$ cat src/rtl/dmem_bridge_pkg.sv
// Shared types and constants for the data-memory bridge: FSM encoding,
// default widths and the write-buffer pointer-width helper.
package dmem_bridge_pkg;

  localparam int DEF_ADDR_W   = 8;
  localparam int DEF_DATA_W   = 8;
  localparam int DEF_WB_DEPTH = 4;

  typedef enum logic [1:0] {
    ST_IDLE   = 2'd0,
    ST_WR_REQ = 2'd1,
    ST_RD_REQ = 2'd2
  } state_e;

  function automatic int wb_ptr_w(input int depth);
    return (depth > 1) ? $clog2(depth) : 1;
  endfunction

endpackage

$ cat src/rtl/dmem_wbuf.sv
// In-order circular write buffer with a combinational youngest-match lookup
// over the entries present at the start of the cycle.
module dmem_wbuf
  import dmem_bridge_pkg::*;
#(
  parameter int ADDR_W   = DEF_ADDR_W,
  parameter int DATA_W   = DEF_DATA_W,
  parameter int WB_DEPTH = DEF_WB_DEPTH,
  localparam int PTR_W   = wb_ptr_w(WB_DEPTH),
  localparam int CNT_W   = PTR_W + 1
) (
  input  logic              clk,
  input  logic              rst,
  input  logic              i_push,
  input  logic [ADDR_W-1:0] i_push_addr,
  input  logic [DATA_W-1:0] i_push_data,
  input  logic              i_pop,
  input  logic [ADDR_W-1:0] i_lookup_addr,
  output logic [ADDR_W-1:0] o_head_addr,
  output logic [DATA_W-1:0] o_head_data,
  output logic [CNT_W-1:0]  o_count,
  output logic              o_full,
  output logic              o_empty,
  output logic              o_hit,
  output logic [DATA_W-1:0] o_hit_data
);

  logic [ADDR_W-1:0] r_addr_q [WB_DEPTH];
  logic [DATA_W-1:0] r_data_q [WB_DEPTH];
  logic [PTR_W-1:0]  r_head;
  logic [PTR_W-1:0]  r_tail;
  logic [CNT_W-1:0]  r_count;

  logic              w_do_push;
  logic              w_do_pop;
  logic [WB_DEPTH-1:0] w_match;
  logic              w_hit;
  logic [DATA_W-1:0] w_hit_data;

  assign o_full      = (r_count == CNT_W'(WB_DEPTH));
  assign o_empty     = (r_count == {CNT_W{1'b0}});
  assign o_count     = r_count;
  assign o_head_addr = r_addr_q[r_head];
  assign o_head_data = r_data_q[r_head];
  assign o_hit       = w_hit;
  assign o_hit_data  = w_hit_data;

  assign w_do_push = i_push & ~o_full;
  assign w_do_pop  = i_pop & ~o_empty;

  // Entry storage, pointers and occupancy count
  always_ff @(posedge clk or negedge rst) begin
    if (!rst) begin
      r_head  <= {PTR_W{1'b0}};
      r_tail  <= {PTR_W{1'b0}};
      r_count <= {CNT_W{1'b0}};
      for (int i = 0; i < WB_DEPTH; i++) begin
        r_addr_q[i] <= {ADDR_W{1'b0}};
        r_data_q[i] <= {DATA_W{1'b0}};
      end
    end else begin
      if (w_do_push) begin
        r_addr_q[r_tail] <= i_push_addr;
        r_data_q[r_tail] <= i_push_data;
        r_tail           <= r_tail + 1'b1;
      end
      if (w_do_pop) begin
        r_head <= r_head + 1'b1;
      end
      case ({w_do_push, w_do_pop})
        2'b10:   r_count <= r_count + CNT_W'(1);
        2'b01:   r_count <= r_count - CNT_W'(1);
        default: r_count <= r_count;
      endcase
    end
  end

  // Walk oldest to youngest so the last match seen wins
  always_comb begin
    w_match    = {WB_DEPTH{1'b0}};
    w_hit      = 1'b0;
    w_hit_data = {DATA_W{1'b0}};
    for (int i = 0; i < WB_DEPTH; i++) begin
      w_match[i] = (CNT_W'(i) < r_count) &&
                   (r_addr_q[r_head + PTR_W'(i)] == i_lookup_addr);
      w_hit_data = w_match[i] ? r_data_q[r_head + PTR_W'(i)] : w_hit_data;
      w_hit      = w_hit | w_match[i];
    end
  end

endmodule

$ cat src/rtl/dmem_bridge.sv
// Bridges the processor data-memory port to a req/ack external SRAM, with a
// forwarding write buffer and read-over-write priority for load misses.
module dmem_bridge
  import dmem_bridge_pkg::*;
#(
  parameter int ADDR_W   = DEF_ADDR_W,
  parameter int DATA_W   = DEF_DATA_W,
  parameter int WB_DEPTH = DEF_WB_DEPTH
) (
  input  logic              clk,
  input  logic              rst,
  input  logic              data_mem_rd_enb_i,
  input  logic              data_mem_wr_enb_i,
  input  logic [ADDR_W-1:0] data_mem_addr_i,
  input  logic [DATA_W-1:0] data_mem_wr_data_i,
  output logic [DATA_W-1:0] data_mem_rd_data_o,
  output logic              data_mem_rd_valid_o,
  output logic              data_mem_busy_o,
  output logic              proto_err_o,
  output logic              mem_req_o,
  output logic              mem_we_o,
  output logic [ADDR_W-1:0] mem_addr_o,
  output logic [DATA_W-1:0] mem_wdata_o,
  input  logic              mem_ack_i,
  input  logic [DATA_W-1:0] mem_rdata_i
);

  localparam int PTR_W = wb_ptr_w(WB_DEPTH);
  localparam int CNT_W = PTR_W + 1;

  state_e            r_state;
  logic              r_rd_pending;
  logic [ADDR_W-1:0] r_rd_addr;
  logic [DATA_W-1:0] r_rd_data;
  logic              r_rd_valid;
  logic              r_busy;
  logic              r_proto_err;
  logic              r_mem_req;
  logic              r_mem_we;
  logic [ADDR_W-1:0] r_mem_addr;
  logic [DATA_W-1:0] r_mem_wdata;

  logic              w_ack;
  logic              w_push;
  logic              w_pop;
  logic              w_load_ok;
  logic              w_hit_load;
  logic              w_miss_load;
  logic              w_err;
  logic              w_hit;
  logic [DATA_W-1:0] w_hit_data;
  logic [ADDR_W-1:0] w_head_addr;
  logic [DATA_W-1:0] w_head_data;
  logic [CNT_W-1:0]  w_count;
  logic [CNT_W-1:0]  w_count_next;
  logic              w_full;
  logic              w_empty;
  logic              w_rd_pending_next;
  logic              w_busy_next;

  dmem_wbuf #(
    .ADDR_W   (ADDR_W),
    .DATA_W   (DATA_W),
    .WB_DEPTH (WB_DEPTH)
  ) u_wbuf (
    .clk           (clk),
    .rst           (rst),
    .i_push        (w_push),
    .i_push_addr   (data_mem_addr_i),
    .i_push_data   (data_mem_wr_data_i),
    .i_pop         (w_pop),
    .i_lookup_addr (data_mem_addr_i),
    .o_head_addr   (w_head_addr),
    .o_head_data   (w_head_data),
    .o_count       (w_count),
    .o_full        (w_full),
    .o_empty       (w_empty),
    .o_hit         (w_hit),
    .o_hit_data    (w_hit_data)
  );

  // An ack is meaningful only while a request is actually outstanding
  assign w_ack       = mem_ack_i & r_mem_req;
  assign w_pop       = (r_state == ST_WR_REQ) & w_ack;
  assign w_push      = data_mem_wr_enb_i & ~r_busy & ~w_full;
  assign w_load_ok   = data_mem_rd_enb_i & ~data_mem_wr_enb_i & ~r_busy;
  assign w_hit_load  = w_load_ok & w_hit;
  assign w_miss_load = w_load_ok & ~w_hit;
  assign w_err       = (data_mem_rd_enb_i & data_mem_wr_enb_i) |
                       ((data_mem_rd_enb_i | data_mem_wr_enb_i) & r_busy);

  // Next-cycle occupancy and pending-miss flag feed the registered busy
  always_comb begin
    w_count_next      = w_count;
    w_rd_pending_next = r_rd_pending;
    if (w_push && !w_pop) begin
      w_count_next = w_count + CNT_W'(1);
    end else if (!w_push && w_pop) begin
      w_count_next = w_count - CNT_W'(1);
    end else begin
      w_count_next = w_count;
    end
    if (w_miss_load) begin
      w_rd_pending_next = 1'b1;
    end else if ((r_state == ST_RD_REQ) && w_ack) begin
      w_rd_pending_next = 1'b0;
    end else begin
      w_rd_pending_next = r_rd_pending;
    end
    w_busy_next = (w_count_next == CNT_W'(WB_DEPTH)) | w_rd_pending_next;
  end

  // Transaction FSM with all port-facing outputs registered
  always_ff @(posedge clk or negedge rst) begin
    if (!rst) begin
      r_state      <= ST_IDLE;
      r_rd_pending <= 1'b0;
      r_rd_addr    <= {ADDR_W{1'b0}};
      r_rd_data    <= {DATA_W{1'b0}};
      r_rd_valid   <= 1'b0;
      r_busy       <= 1'b0;
      r_proto_err  <= 1'b0;
      r_mem_req    <= 1'b0;
      r_mem_we     <= 1'b0;
      r_mem_addr   <= {ADDR_W{1'b0}};
      r_mem_wdata  <= {DATA_W{1'b0}};
    end else begin
      r_rd_valid   <= 1'b0;
      r_proto_err  <= w_err;
      r_busy       <= w_busy_next;
      r_rd_pending <= w_rd_pending_next;
      if (w_miss_load) begin
        r_rd_addr <= data_mem_addr_i;
      end
      if (w_hit_load) begin
        r_rd_data  <= w_hit_data;
        r_rd_valid <= 1'b1;
      end
      case (r_state)
        ST_IDLE: begin
          if (r_rd_pending) begin
            r_state    <= ST_RD_REQ;
            r_mem_req  <= 1'b1;
            r_mem_we   <= 1'b0;
            r_mem_addr <= r_rd_addr;
          end else if (!w_empty) begin
            r_state     <= ST_WR_REQ;
            r_mem_req   <= 1'b1;
            r_mem_we    <= 1'b1;
            r_mem_addr  <= w_head_addr;
            r_mem_wdata <= w_head_data;
          end else begin
            r_state   <= ST_IDLE;
            r_mem_req <= 1'b0;
          end
        end
        ST_WR_REQ: begin
          if (w_ack) begin
            r_state   <= ST_IDLE;
            r_mem_req <= 1'b0;
            r_mem_we  <= 1'b0;
          end
        end
        ST_RD_REQ: begin
          if (w_ack) begin
            r_state    <= ST_IDLE;
            r_mem_req  <= 1'b0;
            r_rd_data  <= mem_rdata_i;
            r_rd_valid <= 1'b1;
          end
        end
        default: begin
          r_state   <= ST_IDLE;
          r_mem_req <= 1'b0;
          r_mem_we  <= 1'b0;
        end
      endcase
    end
  end

  assign data_mem_rd_data_o  = r_rd_data;
  assign data_mem_rd_valid_o = r_rd_valid;
  assign data_mem_busy_o     = r_busy;
  assign proto_err_o         = r_proto_err;
  assign mem_req_o           = r_mem_req;
  assign mem_we_o            = r_mem_we;
  assign mem_addr_o          = r_mem_addr;
  assign mem_wdata_o         = r_mem_wdata;

endmodule
$ cat config.mk
export PLATFORM = sky130hd
export DESIGN_NAME = dmem_bridge
export DESIGN_NICKNAME = d
export VERILOG_FILES = /design/src/rtl/dmem_bridge_pkg.sv /design/src/rtl/dmem_wbuf.sv /design/src/rtl/dmem_bridge.sv
export SDC_FILE = /design/constraint.sdc
export NUM_CORES = 1
export LEC_CHECK = 0
export ABC_AREA = 1
export CORE_ASPECT_RATIO = 1.5
export CORE_UTILIZATION = 50
export DETAILED_ROUTE_END_ITERATION = 12
export GPL_TIMING_DRIVEN = 0
export PLACE_DENSITY = 0.79
export SLEW_MARGIN = 10
export SYNTH_ARGS = -nofsm -noshare
export SYNTH_HDL_FRONTEND = slang
export SYNTH_SLANG_ARGS = --single-unit
$ cat constraint.sdc
create_clock -name clk -period 2.15 [get_ports clk]
set_input_delay 0.215 -clock clk [delete_from_list [all_inputs] [get_ports clk]]
set_output_delay 0.215 -clock clk [all_outputs]
set_load 0.05 [all_outputs]
== Word level (Yosys, flattened, before mapping) ==
Cells that the tools add are included.
W data, S select, Z words.
Operators by class
  $add $sub $neg: 6
  multipliers: 0
  div/mod/pow operators: 0
  $lt $le $gt $ge: 10
  eq/ne operators: 14
  shift operators: 0
  multiplexer cells: 56
  bitwise operators: 30
  reduce and logical (&&, ||, !) cells: 17
Operator list (count)
  $mux W8: 26
  $bmux W8 S2: 8
  $bwmux W32: 2
  $eq A8 B8 Y1: 4
  $demux W8 S2: 1
  $ge A3 B3 Y1 const B: 5
  $not A2 Y3: 5
  $and A1 B1 Y1: 12
  $mux W1: 11
  $logic_and A1 B1 Y1: 8
  $not A1 Y1: 7
  $eq A3 B3 Y1 const B: 2
  $lt A1 B3 Y1 const A: 2
  $lt A2 B3 Y1 const A: 2
  $mux W3: 2
  $or A1 B1 Y1: 6
  $pmux W3 S2: 1
  $reduce_and A3 Y1: 2
  $add A2 B1 Y2 const B: 2
  $add A2 B2 Y2 const B: 2
  $eq A2 B1 Y1 const B: 2
  $eq A2 B2 Y1 const B: 2
  $mux W2: 2
  $ne A2 B2 Y1 const B: 2
  other kinds (14): 15
Word-level totals
  register bits after elaboration: 111
  latch bits: 0
  RAM bits: 0
  bits in read-only memories: 0
  bits of input ports: 29
  output and inout port bits: 29
  word-level logic and storage cells: 155
  memories: 0

== Depth between registers and ports, before layout ==
  word-level depth: 14
  depth in mapped cells: 19
  gate-level depth less buffers: 17

== Cells and area by module ==
From an unflattened synthesis, not the netlist that was laid out.
Unflattened totals
  cells, all modules: 1039
  area total of the unflattened synthesis: 7233.2 µm²
Modules (own cells, without submodules)
  dmem_wbuf: times used 1, cells an instance 827, area an instance 5341.4 µm², sequential area each 1776.7 µm²
  dmem_bridge: times used 1, cells an instance 212, area an instance 1891.8 µm², sequential area each 1001.0 µm²

== Least setup slack after synthesis ==
No wires, ideal clock.
  kind: register -> register
  start: register u_wbuf.r_head[0]
  end: register r_rd_data[6] (netlist: data_mem_rd_data_o[6])
  library setup time: 122 ps
  data arrival time: 1965 ps
  required time: 2028 ps
  path slack: 63 ps
  stages on the path, launching flop included: 18
  buffers on the path: 3
  period minus slack after synthesis: 2087 ps
  cells stage by stage: dfrtp_1 -> buf_6 -> inv_8 -> nand2_2 -> nand2_4 -> buf_6 -> nand2_1 -> nand3_1 -> nand2_1 -> nor2_1 -> nand3_1 -> nor2_4 -> nor2_2 -> nand2_2 -> nand2_4 -> buf_6 -> a21oi_1 -> a21oi_2
Between the ends
  word-level cells in the longest chain between the ends: 14
  elaborated cells between the ends (all ways): 50
  those cells by class: add/sub: 3; eq/ne: 4; mux: 31; bitwise: 8; reduce/logical: 4
RTL lines
  start: declaration: RTL line dmem_wbuf.sv:30  | logic [PTR_W-1:0] r_head;
  start signal: assignment: RTL line dmem_wbuf.sv:54  | r_head <= {PTR_W{1'b0}};
  start signal: assignment: RTL line dmem_wbuf.sv:68  | r_head <= r_head + 1'b1;
  $add A2 B1 Y2: RTL line dmem_wbuf.sv:85, dmem_wbuf.sv:86
  $not A2 Y3 (not written as such): RTL line dmem_wbuf.sv:85, dmem_wbuf.sv:86
  $bmux W8 S2: RTL line dmem_wbuf.sv:85  | (r_addr_q[r_head + PTR_W'(i)] == i_lookup_addr);
  $mux W8 (not written as such) (2 in series): RTL line dmem_wbuf.sv:85
  $eq A8 B8 Y1: RTL line dmem_wbuf.sv:85
  $logic_and A1 B1 Y1: RTL line dmem_wbuf.sv:84  | w_match[i] = (CNT_W'(i) < r_count) &&
  $or A1 B1 Y1 (3 in series): RTL line dmem_wbuf.sv:87  | w_hit = w_hit | w_match[i];
  $and A1 B1 Y1: RTL line dmem_bridge.sv:87  | assign w_hit_load = w_load_ok & w_hit;
  $mux W8 (*): RTL line dmem_bridge.sv:135  | if (w_hit_load) begin
  $mux W8: RTL line dmem_bridge.sv:165  | if (w_ack) begin
  $mux W8 (*): RTL line dmem_bridge.sv:139  | case (r_state)
  end signal: assignment: RTL line dmem_bridge.sv:119  | r_rd_data <= {DATA_W{1'b0}};
  end signal: assignment: RTL line dmem_bridge.sv:136  | r_rd_data <= w_hit_data;
  end signal: assignment: RTL line dmem_bridge.sv:168  | r_rd_data <= mem_rdata_i;
  end: declaration: RTL line dmem_bridge.sv:34  | logic [DATA_W-1:0] r_rd_data;
Every way passes the cells marked *; elsewhere a longest branch is shown, timed or not. The select of a mux whose other input is x is not followed.
A chain may end at the register's enable or synchronous reset.

== Worst setup path in the final report ==
  start: register u_wbuf.r_head[0]
  end: register r_rd_data[0] (netlist: data_mem_rd_data_o[0])
The elaborated chain is that of the path after synthesis.

==> out/summary.txt <==
min cycle time layout - 2.46 ns
final hold viol count - 0
Adder-Cell Fraction of Synth Area - 0.0228
status - finished, violations left
Final Routed Wirelength - 21,800 µm
Initial DRC Count - 672
fraction of layout cells with a size suffix above 1 - 0.192
endpoint type of the worst setup path - flop
FF+latch count, synth - 111
max-cap violations - 0
Sw Ratio - 0.514
P per Cell Area - 1730 nW/µm²
count leader, synth - nand2_1
final-stage net count - 1,157
top_reg_cell synth - dfrtp_1
CTS max path bufs - 2
CTS Buf Count - 9
initial antenna violation count - 0
I/O pin cnt - 58
peak supply drop - 696 µV
Final Max Slew Viols - 0
cells after synthesis - 1,015
final worst path period share - 1.14
clock network fraction of design power - 0.109
Die W - 98.8 µm
RSZ-0062 raised after global routing - true
RePlAce Congestion - 0.948
Logic pwr share - 0.643
WP data arrival - 2.72 ns
Post-synth EDFFs - 0
pin count of the biggest net entering global routing - 84
mux contribution to synthesized area - 0.0356
Rows - 52
diode count - 0
crit path max fanout - 7
Cell Area, Synth - 7030 µm²
Port-buffer cells - 56
Slew HR - 0.649
switching pwr - 8100 µW
post-synthesis compound-gate area fraction - 0.135
grt total ovfl - 0
Mean Syn Cell Area - 6.92 µm²
simple-gate portion of the synthesized area - 0.316
most instantiated cells after synthesis - 401 x nand2_1, 136 x o21ai_0, 111 x dfrtp_1
Wirelength per Cell - 17.0 µm
Die Y - 147 µm
Overall Global Routing Usage - 0.272
Skew-Pair Late Insertion Delay - 0.37 ns
DP HPWL - 14,800 µm
startpoint types - flop
drt via density - 5.63
Post-DP Area - 7820 µm²
Worst-path clk slew - 0.08 ns
Finish-stage setup viols - 19
Worst Skew - 0.0116 ns
Synth area leaders - dfrtp_1 40%, nand2_1 21%, o21ai_0 9.7%
Area growth syn-to-layout - 29.6%
xor-xnor portion of the synthesized cell area - 0.0137
H-tree depth - 3
Final Cell Area - 9110 µm²
Max Clk Rate - 406 MHz
Slew @ Worst Pin - 0.525 ns
TritonCTS sink count - 111
number of distinct library cells after synthesis - 38
Syn Nets - 1,056
CTS tree - built
global-route wire length before repair - 31,200 µm
largest family of logic cells by synthesized area - simple AND/OR/NAND/NOR gates
P_int - 7650 µW
failing checks - negative setup slack
Final ANT Viol Nets - 0
initial core utilization - 0.517
Ys Warns - 0
Worst Hold Class - input port to asynchronous set/reset pin
worst path required time - 2.40 ns
worst hold slack - 0.275 ns
vias in the first global route - 6,398
Seq pwr share - 0.248
Die ar. - 14,500 µm²
ys async rst share - 1.00
r2r setup slk - -0.31 ns
post-synth top area cell - dfrtp_1
total number of vias - 7,228
top-area cell type share of the netlist area - 0.395
P_leak - 0.00448 µW
worst setup margin - -0.312 ns
DRC violations left - 0
Crit Path Category - flop to flop
register area share after synthesis - 0.395
Root Driver - clkbuf_16
First-pass DRT Iterations - 9
placeable core area - 13,600 µm²
## cell usage in the layout, fill, tap and decap left out, types with 7 or more instances in the layout
master	synthesis	final
nand2_1	401	343
o21ai_0	136	128
dfrtp_1	111	110
inv_1	73	70
clkdlybuf4s50_1	0	55
nand3_1	78	54
nand2_2	4	51
nor2_1	52	39
a21oi_1	31	26
buf_4	4	25
nand3_2	1	19
mux2i_1	16	16
clkbuf_1	20	14
clkbuf_16	0	14
ha_1	12	12
buf_6	8	11
nand2_4	3	10
nor2_2	3	10
o21ai_1	3	8
mux2_2	8	8
buf_2	13	7
o211ai_1	7	7
nor2_4	1	7
## kinds of logic after synthesis
group	Yosys count
AO/OA/AOI/OAI	183
multiplexers	24
adder cells (fa/ha/maj)	13
AND/OR/NAND/NOR	548
buffers and inverters	125
XOR/XNOR	11
flip-flops	111
## worst max-delay path, stage by stage, from the launching register on
cell       delay, ns
dfrtp_1         0.37
buf_6           0.19
clkinv_8        0.12
buf_12          0.17
nand2_4         0.06
nand3_2         0.08
nand2_4         0.08
inv_2           0.04
nand2_2         0.05
nand2_2         0.07
nor2_2          0.12
nand3b_1        0.17
nor2_4          0.18
nor2_4          0.07
nand2_4         0.08
nand2_4         0.08
clkbuf_16       0.19
a21oi_1         0.12
a21oi_1         0.07
## power groups by stage
stage	Clock, µW	Sequential (µW)	Combinational (µW)
final	1710	3900	10100
after global routing	1790	4020	11000
after CTS	1720	3780	8210
after detailed placement	0	3810	7960
after global placement	0	3770	7810
after floorplan	0	4460	5140
## routing by layer
metal  track usage  share of wire
met1         0.334           0.39
met2         0.473           0.49
met3        0.0285          0.063
met4         0.134          0.061
met5             0              0
## flip-flops by register name, summed over array words and instances, names as in the netlist
name,count
u_wbuf.r_addr_q,32
u_wbuf.r_data_q,32
data_mem_rd_data_o,8
mem_addr_o,8
mem_wdata_o,8
r_rd_addr,8
u_wbuf.o_count,3
r_state,2
u_wbuf.r_head,2
u_wbuf.r_tail,2
data_mem_busy_o,1
data_mem_rd_valid_o,1
mem_req_o,1
mem_we_o,1
proto_err_o,1
r_rd_pending,1
## stage by stage
stage                     instances  power (µW)  setup TNS (ns)  worst slack (ns)  utilization
final                          1283       15800           -4.15            -0.312        0.670
after global routing           1283       16800           -6.10            -0.398        0.670
after CTS                      1258       13700           -1.37            -0.172        0.607
after detailed placement       1234       11800          -29.80            -0.628        0.575
after global placement         1233       11600         -402.58             -3.40        0.573
after floorplan                1015        9600               0            0.0628            -
## path summary, 6_finish.rpt
check | start | depth (start not counted) | end
min | rst | 2 | u_wbuf.r_addr_q[3]
max | u_wbuf.r_head[0] | 18 | data_mem_rd_data_o[0]
max in group asynchronous | rst | 3 | u_wbuf.o_count[0]
min in group clk | data_mem_addr_i[3] | 3 | r_rd_addr[3]
max reg2reg | u_wbuf.r_head[0] | 18 | data_mem_rd_data_o[0]
min reg2reg | mem_addr_o[1] | 2 | mem_addr_o[1]
## timing repair
| item | 4_1_cts | 5_1_grt |
|---|---|---|
| endpoints found under the hold margin | 28 | 0 |
| buffers inserted | 6 | 16 |
| cloned | 1 | 9 |
| hold buffers | 1 | 0 |
| resized for setup | 23 | 169 |
| setup endpoints to repair | 92 | 91 |
| pin swaps | 5 | 38 |
## area by class of cell
cell class / instances / area, µm²
fill: 1061 / 4490
multi-input combinational: 780 / 4230
sequential: 111 / 2780
timing repair buffer: 88 / 922
buffer: 47 / 345
inverter: 78 / 318
clock buffer: 9 / 225
tap: 162 / 203
clock inverter: 7 / 81.3
timing repair inverter: 1 / 8.76
No activity file was read; power rests on OpenSTA's default activity.
